===== config.mk =====
export PLATFORM = sky130hd
export DESIGN_NAME = vga_brick_renderer
export DESIGN_NICKNAME = d
export VERILOG_FILES = /design/src/rtl/breakout_pkg.sv /design/src/rtl/vga_timing_gen.sv /design/src/rtl/vga_brick_renderer.sv
export SDC_FILE = /design/constraint.sdc
export NUM_CORES = 1
export LEC_CHECK = 0
export ABC_AREA = 1
export BUFFER_PORTS_ARGS = -buffer_cell sky130_fd_sc_hd__buf_2
export CAP_MARGIN = 5
export CORE_MARGIN = 2
export CORE_UTILIZATION = 50
export DETAILED_ROUTE_END_ITERATION = 6
export MAX_ROUTING_LAYER = met4
export PLACE_DENSITY_LB_ADDON = 0.15
export SYNTH_ARGS = -nofsm -noshare
export SYNTH_HDL_FRONTEND = slang
export SYNTH_SLANG_ARGS = --single-unit

===== constraint.sdc =====
create_clock -name CLK_25MH -period 2.2 [get_ports CLK_25MH]
set_clock_uncertainty 0.15 [all_clocks]
set_input_delay 0.22 -clock CLK_25MH [delete_from_list [all_inputs] [get_ports CLK_25MH]]
set_output_delay 0.22 -clock CLK_25MH [all_outputs]
set_load 0.03 [all_outputs]

===== src/rtl/breakout_pkg.sv =====
// Shared constants for the Breakout scan-out path: default VGA timing, colours, index sizing.
// Latency: none (package only).
// Backpressure: none (package only).
package breakout_pkg;

    // Default 640x480@60 Hz timing at a 25 MHz pixel clock
    localparam int H_ACTIVE_DEF = 640;
    localparam int H_FP_DEF     = 16;
    localparam int H_SYNC_DEF   = 96;
    localparam int H_BP_DEF     = 48;
    localparam int V_ACTIVE_DEF = 480;
    localparam int V_FP_DEF     = 10;
    localparam int V_SYNC_DEF   = 2;
    localparam int V_BP_DEF     = 33;

    // Raster counters are 10 bits wide, enough for an 800-clock line and a 525-line frame
    localparam int CNT_W = 10;

    typedef logic [CNT_W-1:0] coord_t;
    typedef logic [2:0]       rgb_t;

    localparam rgb_t COL_BLACK  = 3'b000;
    localparam rgb_t COL_BALL   = 3'b101;
    localparam rgb_t COL_PADDLE = 3'b001;

    // Brick row palette, repeating every five rows
    localparam rgb_t COL_ROW0 = 3'b010;
    localparam rgb_t COL_ROW1 = 3'b110;
    localparam rgb_t COL_ROW2 = 3'b111;
    localparam rgb_t COL_ROW3 = 3'b100;
    localparam rgb_t COL_ROW4 = 3'b011;

    function automatic rgb_t row_colour(input int row);
        rgb_t col;
        case (row % 5)
            0:       col = COL_ROW0;
            1:       col = COL_ROW1;
            2:       col = COL_ROW2;
            3:       col = COL_ROW3;
            default: col = COL_ROW4;
        endcase
        return col;
    endfunction

    // Brick index width; a single-brick field still needs a one-bit index port
    function automatic int idx_width(input int n);
        return (n > 1) ? $clog2(n) : 1;
    endfunction

endpackage


===== src/rtl/vga_timing_gen.sv =====
// Raster counters plus registered hsync/vsync/frame_start decoded from them.
// Latency: counters are the state; sync and frame_start lag the counters by 1 clock.
// Backpressure: none, free-running from the first clock after reset release.
module vga_timing_gen
    import breakout_pkg::*;
#(
    parameter int H_ACTIVE = H_ACTIVE_DEF,
    parameter int H_FP     = H_FP_DEF,
    parameter int H_SYNC   = H_SYNC_DEF,
    parameter int H_BP     = H_BP_DEF,
    parameter int V_ACTIVE = V_ACTIVE_DEF,
    parameter int V_FP     = V_FP_DEF,
    parameter int V_SYNC   = V_SYNC_DEF,
    parameter int V_BP     = V_BP_DEF
) (
    input  logic             clk_i,
    input  logic             rst_i,
    output logic [CNT_W-1:0] hcount_o,
    output logic [CNT_W-1:0] vcount_o,
    output logic             hsync_o,
    output logic             vsync_o,
    output logic             frame_start_o
);

    localparam int H_TOTAL  = H_ACTIVE + H_FP + H_SYNC + H_BP;
    localparam int V_TOTAL  = V_ACTIVE + V_FP + V_SYNC + V_BP;
    localparam int HS_START = H_ACTIVE + H_FP;
    localparam int HS_END   = HS_START + H_SYNC;
    localparam int VS_START = V_ACTIVE + V_FP;
    localparam int VS_END   = VS_START + V_SYNC;

    coord_t h_q, h_d;
    coord_t v_q, v_d;
    logic   hsync_q, hsync_d;
    logic   vsync_q, vsync_d;
    logic   frame_start_q, frame_start_d;

    // Raster advance: wrap the line at H_TOTAL, then the frame at V_TOTAL
    always_comb begin
        h_d = h_q + coord_t'(1);
        v_d = v_q;
        if (h_q == coord_t'(H_TOTAL - 1)) begin
            h_d = '0;
            if (v_q == coord_t'(V_TOTAL - 1)) begin
                v_d = '0;
            end else begin
                v_d = v_q + coord_t'(1);
            end
        end
    end

    // Sync windows and the top-left marker for the pixel the counters point at now
    always_comb begin
        hsync_d       = !((h_q >= coord_t'(HS_START)) && (h_q < coord_t'(HS_END)));
        vsync_d       = !((v_q >= coord_t'(VS_START)) && (v_q < coord_t'(VS_END)));
        frame_start_d = (h_q == '0) && (v_q == '0);
    end

    // Counter and sync registers; syncs idle high in reset
    always_ff @(posedge clk_i or posedge rst_i) begin
        if (rst_i) begin
            h_q           <= '0;
            v_q           <= '0;
            hsync_q       <= 1'b1;
            vsync_q       <= 1'b1;
            frame_start_q <= 1'b0;
        end else begin
            h_q           <= h_d;
            v_q           <= v_d;
            hsync_q       <= hsync_d;
            vsync_q       <= vsync_d;
            frame_start_q <= frame_start_d;
        end
    end

    assign hcount_o      = h_q;
    assign vcount_o      = v_q;
    assign hsync_o       = hsync_q;
    assign vsync_o       = vsync_q;
    assign frame_start_o = frame_start_q;

endmodule


===== src/rtl/vga_brick_renderer.sv =====
// Breakout scan-out: raster timing, brick-alive bitmap with erase/reload, paddle/brick/ball colour mux.
// Latency: RGB/hsync/vsync/frame_start 1 clock after the counters; bitmap updates on the strobe edge.
// Backpressure: none; erase and reload strobes are always accepted (ignored when not applicable).
module vga_brick_renderer
    import breakout_pkg::*;
#(
    parameter int H_ACTIVE    = H_ACTIVE_DEF,
    parameter int H_FP        = H_FP_DEF,
    parameter int H_SYNC      = H_SYNC_DEF,
    parameter int H_BP        = H_BP_DEF,
    parameter int V_ACTIVE    = V_ACTIVE_DEF,
    parameter int V_FP        = V_FP_DEF,
    parameter int V_SYNC      = V_SYNC_DEF,
    parameter int V_BP        = V_BP_DEF,
    parameter int ROWS        = 5,
    parameter int COLS        = 5,
    parameter int BLOCK_W     = 80,
    parameter int BLOCK_H     = 30,
    parameter int SPACING_X   = 40,
    parameter int SPACING_Y   = 20,
    parameter int FIRST_ROW_Y = 40,
    parameter int BALL_SIZE   = 7,
    parameter int PADDLE_W    = 100,
    parameter int PADDLE_Y    = 441,
    parameter int PADDLE_H    = 9,
    parameter int IDX_W       = idx_width(ROWS * COLS)
) (
    input  logic             CLK_25MH,
    input  logic             reset,
    input  logic [CNT_W-1:0] paddle_pos,
    input  logic [CNT_W-1:0] ball_x,
    input  logic [CNT_W-1:0] ball_y,
    input  logic             erase_enable,
    input  logic [IDX_W-1:0] erase_pos,
    input  logic             field_reload,
    output logic [2:0]       RGB,
    output logic             hsync,
    output logic             vsync,
    output logic [CNT_W-1:0] hor_count,
    output logic [CNT_W-1:0] ver_count,
    output logic             frame_start,
    output logic [IDX_W:0]   bricks_left,
    output logic             field_clear
);

    localparam int             NBRICK     = ROWS * COLS;
    localparam logic [IDX_W:0] FULL_COUNT = (IDX_W + 1)'(NBRICK);
    localparam logic [IDX_W:0] ONE_COUNT  = (IDX_W + 1)'(1);

    coord_t hcount;
    coord_t vcount;

    vga_timing_gen #(
        .H_ACTIVE (H_ACTIVE),
        .H_FP     (H_FP),
        .H_SYNC   (H_SYNC),
        .H_BP     (H_BP),
        .V_ACTIVE (V_ACTIVE),
        .V_FP     (V_FP),
        .V_SYNC   (V_SYNC),
        .V_BP     (V_BP)
    ) u_timing (
        .clk_i         (CLK_25MH),
        .rst_i         (reset),
        .hcount_o      (hcount),
        .vcount_o      (vcount),
        .hsync_o       (hsync),
        .vsync_o       (vsync),
        .frame_start_o (frame_start)
    );

    logic [NBRICK-1:0] alive_q, alive_d;
    logic [IDX_W:0]    bricks_left_q, bricks_left_d;
    logic              field_clear_q;
    rgb_t              rgb_q, rgb_d;

    // Geometry compares are done in 32-bit so that x+W never wraps at the 10-bit edge
    int px;
    int py;
    assign px = int'(hcount);
    assign py = int'(vcount);

    logic [ROWS-1:0] row_in;
    logic [COLS-1:0] col_in;

    // Which brick row band / column band the current pixel falls in (bands never overlap)
    always_comb begin
        row_in = '0;
        col_in = '0;
        for (int r = 0; r < ROWS; r++) begin
            row_in[r] = (py >= FIRST_ROW_Y + r * (BLOCK_H + SPACING_Y)) &&
                        (py <  FIRST_ROW_Y + r * (BLOCK_H + SPACING_Y) + BLOCK_H);
        end
        for (int c = 0; c < COLS; c++) begin
            col_in[c] = (px >= SPACING_X + c * (BLOCK_W + SPACING_X)) &&
                        (px <  SPACING_X + c * (BLOCK_W + SPACING_X) + BLOCK_W);
        end
    end

    logic active;
    logic paddle_hit;
    logic ball_hit;
    logic brick_hit;
    rgb_t brick_rgb;

    // Colour select for the current pixel: blanking, then paddle > live brick > ball
    always_comb begin
        active     = (px < H_ACTIVE) && (py < V_ACTIVE);
        paddle_hit = (px >= int'(paddle_pos)) && (px < int'(paddle_pos) + PADDLE_W) &&
                     (py >= PADDLE_Y) && (py < PADDLE_Y + PADDLE_H);
        ball_hit   = (px >= int'(ball_x)) && (px < int'(ball_x) + BALL_SIZE) &&
                     (py >= int'(ball_y)) && (py < int'(ball_y) + BALL_SIZE);
        brick_hit  = 1'b0;
        brick_rgb  = COL_BLACK;
        for (int r = 0; r < ROWS; r++) begin
            for (int c = 0; c < COLS; c++) begin
                if (row_in[r] && col_in[c] && alive_q[r * COLS + c]) begin
                    brick_hit = 1'b1;
                    brick_rgb = row_colour(r);
                end
            end
        end

        rgb_d = COL_BLACK;
        if (active) begin
            if (paddle_hit) begin
                rgb_d = COL_PADDLE;
            end else if (brick_hit) begin
                rgb_d = brick_rgb;
            end else if (ball_hit) begin
                rgb_d = COL_BALL;
            end
        end
    end

    // Bitmap maintenance: reload re-arms everything and swallows a same-cycle erase;
    // an erase only counts if it hits an in-range brick that is still alive
    always_comb begin
        alive_d       = alive_q;
        bricks_left_d = bricks_left_q;
        if (field_reload) begin
            alive_d       = '1;
            bricks_left_d = FULL_COUNT;
        end else if (erase_enable) begin
            for (int i = 0; i < NBRICK; i++) begin
                if ((erase_pos == IDX_W'(i)) && alive_q[i]) begin
                    alive_d[i]    = 1'b0;
                    bricks_left_d = bricks_left_q - ONE_COUNT;
                end
            end
        end
    end

    // Bitmap, live count and the cleared flag (which trails the count by one clock)
    always_ff @(posedge CLK_25MH or posedge reset) begin
        if (reset) begin
            alive_q       <= '1;
            bricks_left_q <= FULL_COUNT;
            field_clear_q <= 1'b0;
        end else begin
            alive_q       <= alive_d;
            bricks_left_q <= bricks_left_d;
            field_clear_q <= (bricks_left_q == '0);
        end
    end

    // Pixel colour register, aligned with the registered syncs
    always_ff @(posedge CLK_25MH or posedge reset) begin
        if (reset) begin
            rgb_q <= COL_BLACK;
        end else begin
            rgb_q <= rgb_d;
        end
    end

    assign RGB         = rgb_q;
    assign hor_count   = hcount;
    assign ver_count   = vcount;
    assign bricks_left = bricks_left_q;
    assign field_clear = field_clear_q;

endmodule


==> impl_metrics.yaml, run 1 <==
floorplanning:
  fp.dieH_um: 110
  core-area_um2: 10800
  start_util_pct: 51.4
  fp-row-count: 38
  dieArea_um2: 12000
  die_w_um: 110
  pin_count: 72
clocking:
  clk_pin_slew_ns: 0.07
  cts-root-buf: "clkbuf_8"
  cts_buffers: 9
  clk_path_buf_depth: 2
  cts_sinks: 58
  cts_tree: "done"
  clock_latency_ns: 0.36
  htreeDepth: 3
power:
  p_leak_nw: 3.65
  cell_internal_pwr_mw: 1.86
  switching_power_mw: 0.929
  power_density_nw_per_um2: 408
  pwr-share-comb_pct: 24.9
  p_clk_share_pct: 31.1
  swShare_pct: 33.3
  irDropWorstVdd_mv: 0.558
  fin_total_pwr_mw: 2.79
  p_seq_share_pct: 44.0
worst_setup_path:
  path_buf_inv: 3
  critPathMaxStageDelay_ns: 0.41
  crit_required_ns: 2.28
  path_class: "flop to flop"
  worst_ep_arrival_time_ns: 2.18
  crit_path_end_kind: "flop"
  slowest_stage: "dfrtp_1"
  cp_top_family: "simple AND/OR/NAND/NOR gates"
  path_cells: "ha_1 > nand2_1 > inv_1 > nand2_1 > inv_1 > nand4_2 > nor2_2 > inv_1 > nor3_4 > nand3_1 > xor2_1"
  path_max_fanout: 5
  cp_common_cell: "inv_1"
  start_kind: "flop"
yosys:
  syn_inst: 793
  synth-seq-cells: 58
  synthDistinctLibCells: 48
  ys_seq_area_share_pct: 26.7
  avgSynthCellArea_um2: 7.02
  ys.flop_type: "dfstp_2"
  syn-num-nets: 901
  yosysWarnings: 0
  synthArstFlopShare_pct: 100
  syn_area_um2: 5570
  synth_edf_count: 0
timing:
  finalMaxSlewViolations: 0
  finalSetupViolCount: 0
  hold_violations: 0
  fmax_mhz: 477
  fin_crit_sh_pct: 95.3
  finalCriticalPeriod_ns: 2.10
  finalSetupTns_ns: 0
  worst_slew_pin_slew_ns: 0.599
  max_slew_margin_pct: 60.0
placement:
  place_inst: 1039
  dp_hpwl_mm: 12.1
  gp_congestion: 1.00
  port-buffer-count: 71
global_routing:
  gr-total-overflow: 0
  grt_usage_pct: 27.2
  grt_pass1_vias: 5611
  grt_pass1_wl_mm: 24.9
  grt_antenna_before_repair: 0
  grt_max_degree: 47
route:
  drc: 0
  vias: 5837
  ant_nets: 0
  wirelength_mm: 15.6
  dr.pass1.iters: 6
  via_per_inst: 5.47
  first_iter_violations: 415
  wl_per_cell_um: 14.6
final_layout:
  fillers: 987
  fin_cells: 1068
  diodes: 0
  final_core_util_pct: 63.1
  final_nets: 1031
  syn2layout_area_growth_pct: 22.8
  drive_above_1_share_pct: 25.9
flow_run:
  drv_cap: 0
run_status:
  status: "finished, final reports clean"
worst_hold_path:
  hold_class: "primary input to flop"
[cells by family (layout without fill, tap and decap cells)]
logic type      Yosys count  count (layout)  share of synthesized area (%)
simple gates            424             424                           34.6
buf+inv                 120             255                           8.47
compound gates           95              95                           10.5
fa+ha+maj                69              69                           15.5
flops                    58              58                           26.7
xor+xnor                 27              27                           4.25
[power groups by stage]
stage / clock, mW / sequential, mW / combinational (mW)
6_report: 0.866 / 1.23 / 0.694
5_1_grt: 0.934 / 1.24 / 0.780
4_1_cts: 0.883 / 1.23 / 0.680
3_5_place_dp: 0 / 1.24 / 0.673
3_3_place_gp: 0 / 1.24 / 0.652
2_1_floorplan: 0 / 1.30 / 0.387
[cell type report]
class	count	area [um2]	area share (%)
Inverter	108	415	6.08
Clock inverter	4	20.0	0.293
Multi-Input combinational cell	615	3720	54.5
Tap cell	140	175	2.56
Sequential cell	58	1500	21.9
Timing Repair Buffer	131	861	12.6
Clock buffer	12	145	2.12
[repair_timing]
action / in CTS / in global routing
hold buffers: 2 / 0
endpoints found under the hold margin: 15 / 0
endpoints found under the setup margin: 0 / 5
setup buffers: 0 / 11
resized for setup: 0 / 39
[synth_stat cells, drive strengths merged, types with 4 or more instances]
cell / instances / area (um2)
nor3: 17 / 95.1
nand4: 32 / 213
dfstp: 30 / 788
nand2: 184 / 716
xnor2: 4 / 35.0
nand3b: 4 / 42.5
xor2: 23 / 201
ha: 69 / 863
dfrtp: 28 / 701
a21oi: 31 / 166
nor2: 95 / 369
nand3: 85 / 443
o31ai: 4 / 30.0
inv: 105 / 394
o21ai: 30 / 158
o211ai: 18 / 135
clkbuf: 6 / 22.5
buf: 6 / 37.5
[cells in the final DEF (no fill, tap or decap), types with 18 or more instances in the layout]
cell type | netlist | routed
ha_1 | 69 | 67
o21ai_0 | 25 | 23
nand3_1 | 83 | 79
xor2_1 | 23 | 23
dfrtp_1 | 28 | 21
nor2_1 | 92 | 86
inv_1 | 100 | 96
buf_2 | 3 | 69
buf_4 | 1 | 55
nand4_1 | 30 | 30
dfstp_2 | 30 | 30
a21oi_1 | 28 | 25
nand2_1 | 176 | 173
o211ai_1 | 18 | 18
[routing by layer]
metal,GRT usage (%),share of wire [%],vias up
li1,-,-,2908
met1,31.4,43,2722
met2,46.7,49,163
met3,4.98,4.7,44
met4,10.9,2.9,0
met5,-,0,-
[worst register-to-register path, stage by stage (launching register included)]
cell and delay, ns:
dfrtp_1 0.41, ha_1 0.20, nand2_1 0.08, inv_1 0.11
nand2_1 0.10, inv_1 0.11, nand4_2 0.13, nor2_2 0.14
inv_1 0.09, nor3_4 0.17, nand3_1 0.12, xor2_1 0.16
[final timing paths]
kind | endpoint | from | slack [ns] | cells past startpoint
max in group asynchronous | u_timing.vsync_o | reset | 0.85 | 4
max reg2reg | u_timing.vcount_o[8] | u_timing.hcount_o[0] | 0.10 | 11
max | u_timing.vcount_o[8] | u_timing.hcount_o[0] | 0.10 | 11
min in group asynchronous | u_timing.vcount_o[3] | reset | 0.33 | 3
min reg2reg | alive_q[23] | alive_q[23] | 0.33 | 2
min | bricks_left[2] | field_reload | 0.03 | 4
[flip-flops by register name, summed over array words and instances, names as in the netlist]
name                    flops
u_timing.hcount_o          10
u_timing.frame_start_o      1
u_timing.vcount_o          10
u_timing.hsync_o            1
bricks_left                 6
field_clear                 1
u_timing.vsync_o            1
RGB                         3
alive_q                    25
[metrics by stage]
stage | instance area, um2 | setup slack [ns] | hold slack, ns
4_1_cts | 6620 | 0.00568 | 0.0284
2_1_floorplan | 5580 | 0.000273 | 0.194
5_1_grt | 6840 | -0.0383 | 0.0504
6_report | 6840 | 0.103 | 0.0317
3_3_place_gp | 6430 | -0.208 | 0.163
3_5_place_dp | 6430 | -0.307 | 0.169
(Power assumes the default switching activity.)
==> inputs of run 2 (changes only) <==
CORE_ASPECT_RATIO = 2   (was default)
CORE_UTILIZATION = 45   (was 50)
SLEW_MARGIN = 20   (was default)
==> run 2 against run 1 <==
  * Core utilization decreased by 4.2 points
  * Critical endpoint is now RGB[0]
  * Worst setup slack got worse by 0.056 ns
  * Non-clock buffer count increased by 20
  * Critical path type is now primary input to flop
  * Register-to-register slack got worse by 0.04 ns
  * Die area increased by 11%
==> impl_metrics.yaml, run 2 (synthesis results as in run 1) <==
final_layout:
  drive_above_1_share_pct: 26.2
  mostFrequentLayoutCell: "nand2_1"
  diodes: 0
  syn2layout_area_growth_pct: 28.1
  fillers: 1172
  multi_input_area_um2: 3690
  max_flop_register: "alive_q"
  regArea_um2: 1490
  largest_reg_flops: 25
  layout_common_cells: "nand2_1 (175), inv_1 (97), nor2_1 (88)"
  final_nets: 1051
floorplanning:
  pin_count: 72
  fp.dieH_um: 161
  die_w_um: 82.7
  start_util_pct: 45.9
  dieArea_um2: 13300
  core-area_um2: 12100
  fp-row-count: 57
worst_setup_path:
  path_max_fanout: 3
  path_class: "primary input to flop"
  crit_required_ns: 2.32
  start_kind: "primary input"
  crit_path_end_kind: "flop"
  worst_ep_arrival_time_ns: 2.27
flow_run:
  drv_cap: 0
route:
  first_iter_violations: 290
  ant_nets: 0
  wl_per_cell_um: 16.0
  wirelength_mm: 17.6
  via_per_inst: 5.48
  drc: 0
  dr.pass1.iters: 6
  vias: 5998
timing:
  finalSetupViolCount: 0
  fmax_mhz: 465
  finalCriticalPeriod_ns: 2.15
  finalMaxSlewViolations: 0
  fin_crit_sh_pct: 97.8
  max_slew_margin_pct: 66.6
  rsz0062_at_grt: "yes"
  hold_violations: 0
  worst_slew_pin_slew_ns: 0.499
  finalSetupTns_ns: 0
placement:
  dp_hpwl_mm: 14.2
  gp_congestion: 0.960
  port-buffer-count: 71
global_routing:
  grt_max_degree: 47
  grt_pass1_vias: 6118
  grt_antenna_before_repair: 0
  gr-total-overflow: 0
  grt_pass1_wl_mm: 28.2
  grt_usage_pct: 28.4
clocking:
  cts_tree: "done"
  clk_path_buf_depth: 2
  clock_latency_ns: 0.34
  clk_pin_slew_ns: 0.05
  cts_buffers: 9
  cts_sinks: 58
  cts-root-buf: "clkbuf_16"
  htreeDepth: 3
run_status:
  status: "finished, final reports clean"
power:
  fin_total_pwr_mw: 3.47
  p_leak_nw: 3.81
  power_density_nw_per_um2: 486
  irDropWorstVdd_mv: 0.792
worst_hold_path:
  hold_class: "primary input to flop"
-- run 2: cell types whose count changed in the layout (fill, tap and decap cells not counted), moves of 3 or more --
cell | previous run | this run
buf_4 | 55 | 73
clkbuf_16 | 0 | 11
clkbuf_8 | 10 | 0
dfrtp_1 | 21 | 25
dfrtp_2 | 7 | 3
inv_2 | 9 | 6
nand3_2 | 5 | 2
-- run 2: metrics by stage --
stage               worst slack [ns]  utilization (%)  hold WS [ns]  instances  instance area (um2)
floorplan                   0.000273                -         0.194        793                 5580
global placement              -0.230             54.5        0.0658       1068                 6600
detailed placement            -0.367             54.5        0.0719       1068                 6600
CTS                           0.0133             57.4        0.0611       1087                 6960
global route                 -0.0893             58.8        0.0879       1095                 7130
finish                        0.0476             58.8        0.0627       1095                 7130
-- run 2: routing by layer --
metal | global-route usage [%] | up-vias | part of all wire (%)
met4 | 14.0 | 0 | 4.2
met3 | 3.24 | 50 | 2.9
met1 | 26.6 | 2839 | 35
met2 | 53.7 | 157 | 58
li1 | - | 2952 | -
met5 | - | - | 0
-- run 2: final cells by class --
type	instances	area share [%]
clock buffers	12	3.91
clock inverters	4	0.631
inverters	108	5.84
multi-input cells	615	51.8
flip-flops and latches	58	20.9
well taps	147	2.58
repair buffers	151	14.3
-- run 2: timing repair --
action | 4_1_cts | 5_1_grt
hold buffers | 2 | 0
gates resized for setup | 3 | 28
endpoints found under the setup margin | 2 | 5
pin swaps | 2 | 18
setup buffers | 1 | 8
hold endpoints to repair | 17 | 0
-- run 2: where the power goes --
group / switching [mW] / internal [mW] / total, mW
Sequential: 0.0703 / 1.16 / 1.23
Clock: 0.505 / 1.01 / 1.51
Combinational: 0.442 / 0.280 / 0.722
-- run 2: final timing paths --
path,startpoint,end,slack (ns),cells past startpoint
setup / recovery,ball_y[0],RGB[0],0.05,16
hold / removal,field_reload,bricks_left[2],0.06,4
setup reg to reg,u_timing.hcount_o[9],RGB[0],0.06,9
hold reg to reg,alive_q[6],alive_q[6],0.33,2
max in group asynchronous,reset,u_timing.hsync_o,1.02,4
min in group asynchronous,reset,u_timing.vcount_o[5],0.26,3
-- run 2: worst max-delay path, stage by stage --
cell and delay (ns):
buf_8 0.08, inv_4 0.03, ha_4 0.16, a21oi_4 0.16
nand3_4 0.12, buf_6 0.13, xor2_1 0.13, ha_1 0.34
buf_6 0.13, a211oi_2 0.21, nor2_1 0.06, nor2_1 0.10
nand2_1 0.07, nor2_1 0.09, nand2_1 0.09, a21oi_1 0.14
==> inputs of run 3 (changes only) <==
CORE_ASPECT_RATIO = default   (was 2)
==> run 3 against run 2 <==
  * Die area down 0.41%
  * Fmax down 1.3%
  * Core utilization down 1.4 points
==> impl_metrics.yaml, run 3 (synthesis results as in run 1) <==
power:
  fin_total_pwr_mw: 3.23
  irDropWorstVdd_mv: 0.392
  power_density_nw_per_um2: 467
  p_leak_nw: 3.68
global_routing:
  grt_max_degree: 47
  grt_antenna_before_repair: 0
  gr-total-overflow: 0
  grt_pass1_vias: 5616
  grt_usage_pct: 25.1
  grt_pass1_wl_mm: 26.0
placement:
  dp_slack_ns: -0.322
  gp_congestion: 0.966
  port-buffer-count: 71
  dp_hpwl_mm: 12.6
  place_area_um2: 6480
timing:
  max_slew_margin_pct: 69.1
  setup_slack_ns: 0.0187
  fmax_mhz: 458
  finalMaxSlewViolations: 0
  finalSetupViolCount: 0
  finalCriticalPeriod_ns: 2.18
  rsz0062_at_grt: "yes"
  fin_crit_sh_pct: 99.2
  hold_violations: 0
  whs_ns: 0.0118
  worst_slew_pin_slew_ns: 0.462
floorplanning:
  pin_count: 72
  fp.dieH_um: 115
  die_w_um: 115
  core-area_um2: 12100
  fp-row-count: 40
  start_util_pct: 46.2
  dieArea_um2: 13300
run_status:
  status: "finished, final reports clean"
worst_setup_path:
  crit_path_end_kind: "flop"
  path_cells: "buf_8 > inv_4 > ha_4 > a21oi_4 > nand3_4 > nor3_4 > xor2_1 > ha_1 > a21o_1 > nand4_1 > nand2_1 > nor2_1 > nand2_1 > nor2_1 > nand2_1 > a21oi_2"
  cp_common_cell: "nand2_1"
  start_kind: "primary input"
  critPathMaxStageDelay_ns: 0.28
  path_max_fanout: 3
  crit_required_ns: 2.31
  path_class: "primary input to flop"
  worst_ep_arrival_time_ns: 2.29
  cp_top_family: "simple AND/OR/NAND/NOR gates"
  slowest_stage: "ha_1"
  path_buf_inv: 2
clocking:
  cts-root-buf: "clkbuf_16"
  htreeDepth: 3
  clk_pin_slew_ns: 0.05
  clk_path_buf_depth: 2
  clock_latency_ns: 0.33
  cts_tree: "done"
  cts_buffers: 9
  cts_sinks: 58
route:
  dr.pass1.iters: 5
  via_per_inst: 5.27
  vias: 5755
  ant_nets: 0
  wl_per_cell_um: 14.3
  drc: 0
  wirelength_mm: 15.7
  first_iter_violations: 391
final_layout:
  final_core_util_pct: 57.5
  design_area_um2: 6930
  final_nets: 1027
  largest_reg_flops: 25
  diodes: 0
  fillers: 1147
  layout_common_cells: "nand2_1 (175), inv_1 (93), nor2_1 (90)"
  syn2layout_area_growth_pct: 24.5
  max_flop_register: "alive_q"
  drive_above_1_share_pct: 25.2
  mostFrequentLayoutCell: "nand2_1"
worst_hold_path:
  hold_class: "primary input to flop"
flow_run:
  drv_cap: 0
==> run 3: stage by stage <==
stage          instances  TNS (ns)
2_1_floorplan        793         0
3_5_place_dp        1072    -0.638
6_report            1092         0
5_1_grt             1092    -0.309
4_1_cts             1089         0
3_3_place_gp        1072    -0.429
==> run 3: final timing paths <==
kind | startpoint | end | slack, ns | cells past startpoint
setup / recovery | ball_y[0] | RGB[2] | 0.02 | 16
hold / removal | erase_enable | alive_q[23] | 0.01 | 4
setup reg to reg | u_timing.hcount_o[5] | RGB[2] | 0.04 | 12
hold reg to reg | alive_q[23] | alive_q[23] | 0.32 | 2
max in group asynchronous | reset | alive_q[9] | 1.19 | 4
min in group asynchronous | reset | RGB[1] | 0.35 | 4
==> run 3: worst register-to-register path: stages (launching register included) <==
cell,delay [ns]
dfrtp_2,0.49
buf_4,0.17
ha_1,0.29
nand2_1,0.09
nor2_1,0.12
nand3_1,0.09
nand4_1,0.12
nand2_1,0.06
inv_1,0.06
nand3_1,0.06
nor2_1,0.12
nand2_1,0.11
a21oi_2,0.14
==> run 3: final cells by class <==
class	instances	area, um2	area share (%)
tap	168	210	3.03
timing repair buffer	127	798	11.5
clock inverter	4	26.3	0.379
multi-input combinational	615	3730	53.8
inverter	108	417	6.01
sequential	58	1500	21.6
clock buffer	12	256	3.70
==> run 3: report_power, final <==
group	leakage (nW)	switching [mW]	internal [mW]
Combinational	2.85	0.429	0.273
Clock	0.139	0.482	0.820
Sequential	0.685	0.0699	1.16
==> run 3: what timing repair did <==
action	in CTS	in global routing
resized for setup	0	39
hold buffers	1	0
setup buffers	0	3
hold endpoints to repair	28	0
setup endpoints to repair	0	5
==> run 3: per-layer routing <==
layer | vias to the layer above | wire length, um | GRT usage, %
met5 | - | 0 | -
met4 | 0 | 250 | 6.99
met3 | 24 | 633 | 3.11
met2 | 151 | 7690 | 43.4
met1 | 2674 | 7090 | 30.9
li1 | 2906 | - | -
